[src/rtl/rx_seq_ctrl.sv]
// rx_seq_ctrl: sequences ROM reads, multiplier clear/enable and result capture for one accumulation frame
module rx_seq_ctrl #(
    parameter int FRAME_LEN = 4096,
    parameter int ROM_DEPTH = 8,
    parameter int ADDR_W    = 3,
    parameter int ROM_LAT   = 1,
    parameter int DRAIN_CYC = 3
) (
    input  logic              I_sys_clk,
    input  logic              I_sys_rst,
    input  logic              I_start,
    input  logic              I_abort,
    input  logic              I_continuous,
    output logic              O_rom_ena,
    output logic [ADDR_W-1:0] O_rom_addr,
    output logic              O_mult_clr,
    output logic              O_mult_ena,
    output logic              O_capture,
    output logic              O_busy,
    output logic              O_done
);
    localparam int CNT_W = $clog2(FRAME_LEN + 1);
    localparam int DRN_W = $clog2(DRAIN_CYC + 1);
    typedef enum logic [2:0] {IDLE, CLEAR, RUN, DRAIN, CAPTURE, DONE} state_t;
    state_t             state;
    logic [CNT_W-1:0]   cnt;
    logic [DRN_W-1:0]   drn;
    logic [ROM_LAT-1:0] pipe;
    // multiplier enable tracks ROM data valid, ROM_LAT cycles behind the read enable
    assign O_mult_ena = pipe[ROM_LAT-1];
    always_ff @(posedge I_sys_clk or posedge I_sys_rst) begin
        if (I_sys_rst) begin
            state      <= IDLE;
            cnt        <= '0;
            drn        <= '0;
            pipe       <= '0;
            O_rom_ena  <= 1'b0;
            O_rom_addr <= '0;
            O_mult_clr <= 1'b0;
            O_capture  <= 1'b0;
            O_busy     <= 1'b0;
            O_done     <= 1'b0;
        end else begin
            pipe       <= (pipe << 1) | ROM_LAT'(O_rom_ena);
            O_mult_clr <= 1'b0;
            O_capture  <= 1'b0;
            O_done     <= 1'b0;
            if (I_abort && state != IDLE) begin
                state      <= IDLE;
                cnt        <= '0;
                drn        <= '0;
                pipe       <= '0;
                O_rom_ena  <= 1'b0;
                O_rom_addr <= '0;
                O_busy     <= 1'b0;
            end else begin
                case (state)
                    IDLE: if (I_start && !I_abort) begin
                        state      <= CLEAR;
                        O_mult_clr <= 1'b1;
                        O_busy     <= 1'b1;
                        cnt        <= '0;
                        O_rom_addr <= '0;
                    end
                    CLEAR: begin
                        state      <= RUN;
                        O_rom_ena  <= 1'b1;
                        O_rom_addr <= '0;
                        cnt        <= '0;
                    end
                    RUN: if (cnt == CNT_W'(FRAME_LEN - 1)) begin
                        state      <= DRAIN;
                        O_rom_ena  <= 1'b0;
                        O_rom_addr <= '0;
                        cnt        <= '0;
                        drn        <= '0;
                    end else begin
                        cnt        <= cnt + 1'b1;
                        O_rom_addr <= (O_rom_addr == ADDR_W'(ROM_DEPTH - 1)) ? '0 : O_rom_addr + 1'b1;
                    end
                    DRAIN: if (drn == DRN_W'(DRAIN_CYC - 1)) begin
                        state     <= CAPTURE;
                        O_capture <= 1'b1;
                        drn       <= '0;
                    end else begin
                        drn <= drn + 1'b1;
                    end
                    CAPTURE: begin
                        state  <= DONE;
                        O_done <= 1'b1;
                    end
                    DONE: if (I_continuous) begin
                        state      <= CLEAR;
                        O_mult_clr <= 1'b1;
                    end else begin
                        state  <= IDLE;
                        O_busy <= 1'b0;
                    end
                    default: begin
                        state  <= IDLE;
                        O_busy <= 1'b0;
                    end
                endcase
            end
        end
    end
endmodule

[config.mk]
export PLATFORM = sky130hd
export DESIGN_NAME = rx_seq_ctrl
export DESIGN_NICKNAME = d
export VERILOG_FILES = /design/src/rtl/rx_seq_ctrl.sv
export SDC_FILE = /design/constraint.sdc
export NUM_CORES = 1
export LEC_CHECK = 0
export ABC_CLOCK_PERIOD_IN_PS = 3400
export CORE_MARGIN = 1.5
export CORE_UTILIZATION = 60
export CTS_CLUSTER_SIZE = 16
export DETAILED_ROUTE_END_ITERATION = 12
export PLACE_DENSITY = 0.83
export SLEW_MARGIN = 25
export SYNTH_ARGS = -nofsm -noshare
export SYNTH_HDL_FRONTEND = slang
export SYNTH_SLANG_ARGS = --single-unit
[constraint.sdc]
create_clock -name I_sys_clk -period 3.4 [get_ports I_sys_clk]
set_clock_uncertainty 0.1 [all_clocks]
set_input_delay 0.68 -clock I_sys_clk [delete_from_list [all_inputs] [get_ports I_sys_clk]]
set_output_delay 0.68 -clock I_sys_clk [all_outputs]
set_load 0.02 [all_outputs]
==> impl_metrics.csv <==
group,metric,value,unit
outcome,status,"finished, final reports clean",
yosys,synth-main-ff-cell,"dfrtp_1",
grt,grt_max_degree,28,
route,top_layer_used,"met4",
yosys,yosysSeqAreaShare,0.459,
worst_hold_path,hold_start,"drn[1]$_DFFE_PP0P_",
pwr,total_power,0.639,mW
setup_path,cp_max_fo,13,
grt,antenna_found_initial,0,
cts,clk_latency,0.33,ns
floorplan,fp.dieW,52.5,um
cts,root_buffer,"clkbuf_4",
placed_design,hpwl,2080,um
timing,fin_crit,2.50,ns
yosys,syn_area,1470,um^2
pwr,power.density,395,nW/um^2
yosys,syn_nets,156,
grt,grt_pass1_wl,4990,um
setup_path,worstPathRequired,3.54,ns
cts,cts_tree,"done",
yosys,yosysMostFrequentCell,"dfrtp_1",
route,met3WireLength,120,um
setup_path,rrSetupSlack,1.33,ns
yosys,synth_top_area_frac,0.459,
layout,drive_above_1_share,0.102,
cts,cts.path.max_buffers,2,
route,postRouteAntennaNets,0,
cts,clk_pin_slew_worst_paths,0.13,ns
yosys,synth.ff_latch_count,27,
layout,area_growth,10.0,%
route,vias,1209,
timing,rsz0062_at_grt,"false",
yosys,synth.area.top_cells,"dfrtp_1 (46%), o21ai_0 (4.4%), a22o_1 (3.6%)",
yosys,synth_edf_count,0,
floorplan,fp.dieH,52.5,um
timing,fmax,400,MHz
timing,setup_viol,0,
setup_path,cp-start-kind,"primary input",
pwr,peakVddDrop,0.320,mV
setup_path,crit_arrival,2.64,ns
setup_path,critPathMaxStageDelay,0.63,ns
floorplan,die-area,2760,um^2
layout,fin_nets,166,
setup_path,crit_slowest_cell,"clkdlybuf4s50_1",
timing,hold_violations,0,
route,wl_met2,1450,um
cts,h-tree-depth,1,
setup_path,cp-end-kind,"flip-flop",
setup_path,cp_cell_sequence,"clkdlybuf4s50_1 -> nand2b_1 -> o2bb2ai_2 -> or4_1 -> o31ai_1",
route,drc_errors,0,
timing,slew_viol_final,0,
yosys,yosysTopAreaCell,"dfrtp_1",
timing,timing.hold.ws,0.413,ns
yosys,synth-async-reset-ratio,1.00,
setup_path,rr_worst_depth,4,
setup_path,worst_r2r_endpoint,"cnt[11]$_DFFE_PP0P_",
worst_hold_path,hold_depth,1,
yosys,synthCells,148,
yosys,ys_top_cells_by_count,"dfrtp_1 (27), o21ai_0 (13), nand2_1 (11)",
route,drt-total-wl,3010,um
pwr,p_leak,0.672,nW
layout,stdcell_count,185,
cts,post_cts_resized,0,
timing,finalSetupTns,0,ns
floorplan,ios,14,
worst_hold_path,holdCritPathClass,"reg2reg",
grt,grt_pass1_vias,1051,
layout,final_core_util,0.719,
setup_path,timing.rr.start,"state[0]$_DFFE_PP0P_",
yosys,avgSynthCellArea,9.95,um^2
route,wl_per_cell,16.3,um
job,maxCapViolations,0,
placed_design,place_inst,181,
floorplan,rows,17,
timing,finalCritPeriodShare,0.735,
grt,grt_overflow,0,
layout,n_fill_cell,176,
placed_design,gp_congestion,0.835,
placed_design,port_buffers,13,
cts,cts_setup_buffers,0,
route,viasPerCell,6.54,
worst_hold_path,min_to,"drn[1]$_DFFE_PP0P_",
grt,grtUsageTotal,0.247,
layout,num_antenna_cells,0,
cts,cts-buffers-inserted,3,
cts,cts_hold_buf,0,
route,drtIter0Drc,22,
floorplan,core_region_area,2250,um^2
yosys,synth.distinct_cells,47,
floorplan,initial_core_util,0.653,
yosys,yosys_warnings,0,
setup_path,path_class,"in2reg",
route,m1WireLength,1380,um
timing,relSlewSlack,0.631,
route,first_pass_iters,4,
timing,tightest_slew,0.552,ns
cts,clock_sinks,27,
## through the flow
step                worst slack (ns)  area [um^2]
detailed placement             0.581         1590
CTS                            0.917         1620
global placement               0.679         1590
finish                         0.901         1620
global route                   0.820         1620
floorplan                       1.55         1470
## placed cells by master, fill, tap and decap left out, types with 2 or more instances in the layout
master           synthesis  layout
dfrtp_1                 27      27
o21ai_0                 13      13
clkdlybuf4s50_1          0      13
nand2_1                 11      11
nor2_1                   8       8
a21oi_1                  8       8
nand4_1                  6       6
o31ai_1                  6       6
a22o_1                   6       6
nand3_1                  4       4
nor3_1                   4       4
and3_1                   3       3
inv_1                    4       3
a31oi_1                  3       3
ha_1                     3       3
clkbuf_4                 0       3
nand2b_1                 2       2
o22ai_1                  2       2
or3_1                    2       2
nor2b_1                  2       2
## layout make-up
class | instances | area, um^2 | area share
multi-input cells | 108 | 731 | 0.451
flip-flops and latches | 27 | 676 | 0.417
repair buffers | 14 | 138 | 0.0849
well taps | 28 | 35.0 | 0.0216
clock buffers | 4 | 26.3 | 0.0162
inverters | 4 | 15.0 | 0.00927
## power by group
group	internal (mW)	switching, mW	total [mW]
combinational	0.0623	0.0734	0.136
clock	0.0460	0.0917	0.138
sequential	0.341	0.0248	0.366
total	0.449	0.190	0.639
## kinds of logic after synthesis
group	after synthesis	share of synthesized area
XOR/XNOR	1	0.00595
flip-flops	27	0.459
multiplexers	1	0.00680
adder cells (fa/ha/maj)	3	0.0255
AO/OA/AOI/OAI	51	0.243
AND/OR/NAND/NOR	52	0.215
buffers and inverters	13	0.0450
## worst max-delay path, delay by kind of cell
| kind | cells | cell delay, ns |
|---|---|---|
| buffers and inverters | 1 | 0.63 |
| and+or+nand+nor | 2 | 0.87 |
| AOI/OAI and AO/OA | 2 | 0.44 |
## routing by layer
layer,vias up,global-route usage
met2,37,0.388
met4,0,0.0983
met5,-,0
met1,583,0.349
met3,7,0.0286
li1,582,-
## how the worst max path moves through the flow
stage | to | slack (ns) | cells past startpoint | startpoint
after floorplan | cnt[11]$_DFFE_PP0P_ | 1.55 | 4 | I_abort
after global placement | cnt[11]$_DFFE_PP0P_ | 0.68 | 5 | I_abort
after detailed placement | cnt[11]$_DFFE_PP0P_ | 0.58 | 5 | I_abort
after CTS | cnt[11]$_DFFE_PP0P_ | 0.92 | 5 | I_abort
after global routing | cnt[11]$_DFFE_PP0P_ | 0.82 | 5 | I_abort
final | cnt[11]$_DFFE_PP0P_ | 0.90 | 5 | I_abort
## sequential cells by signal, indices dropped and copies added, names as in the netlist
| register | count |
|---|---|
| O_rom_addr | 3 |
| O_capture | 1 |
| O_busy | 1 |
| state | 3 |
| O_rom_ena | 1 |
| drn | 2 |
| O_done | 1 |
| O_mult_clr | 1 |
| O_mult_ena | 1 |
| cnt | 13 |
Note: power is estimated with default switching activity, not from simulation.
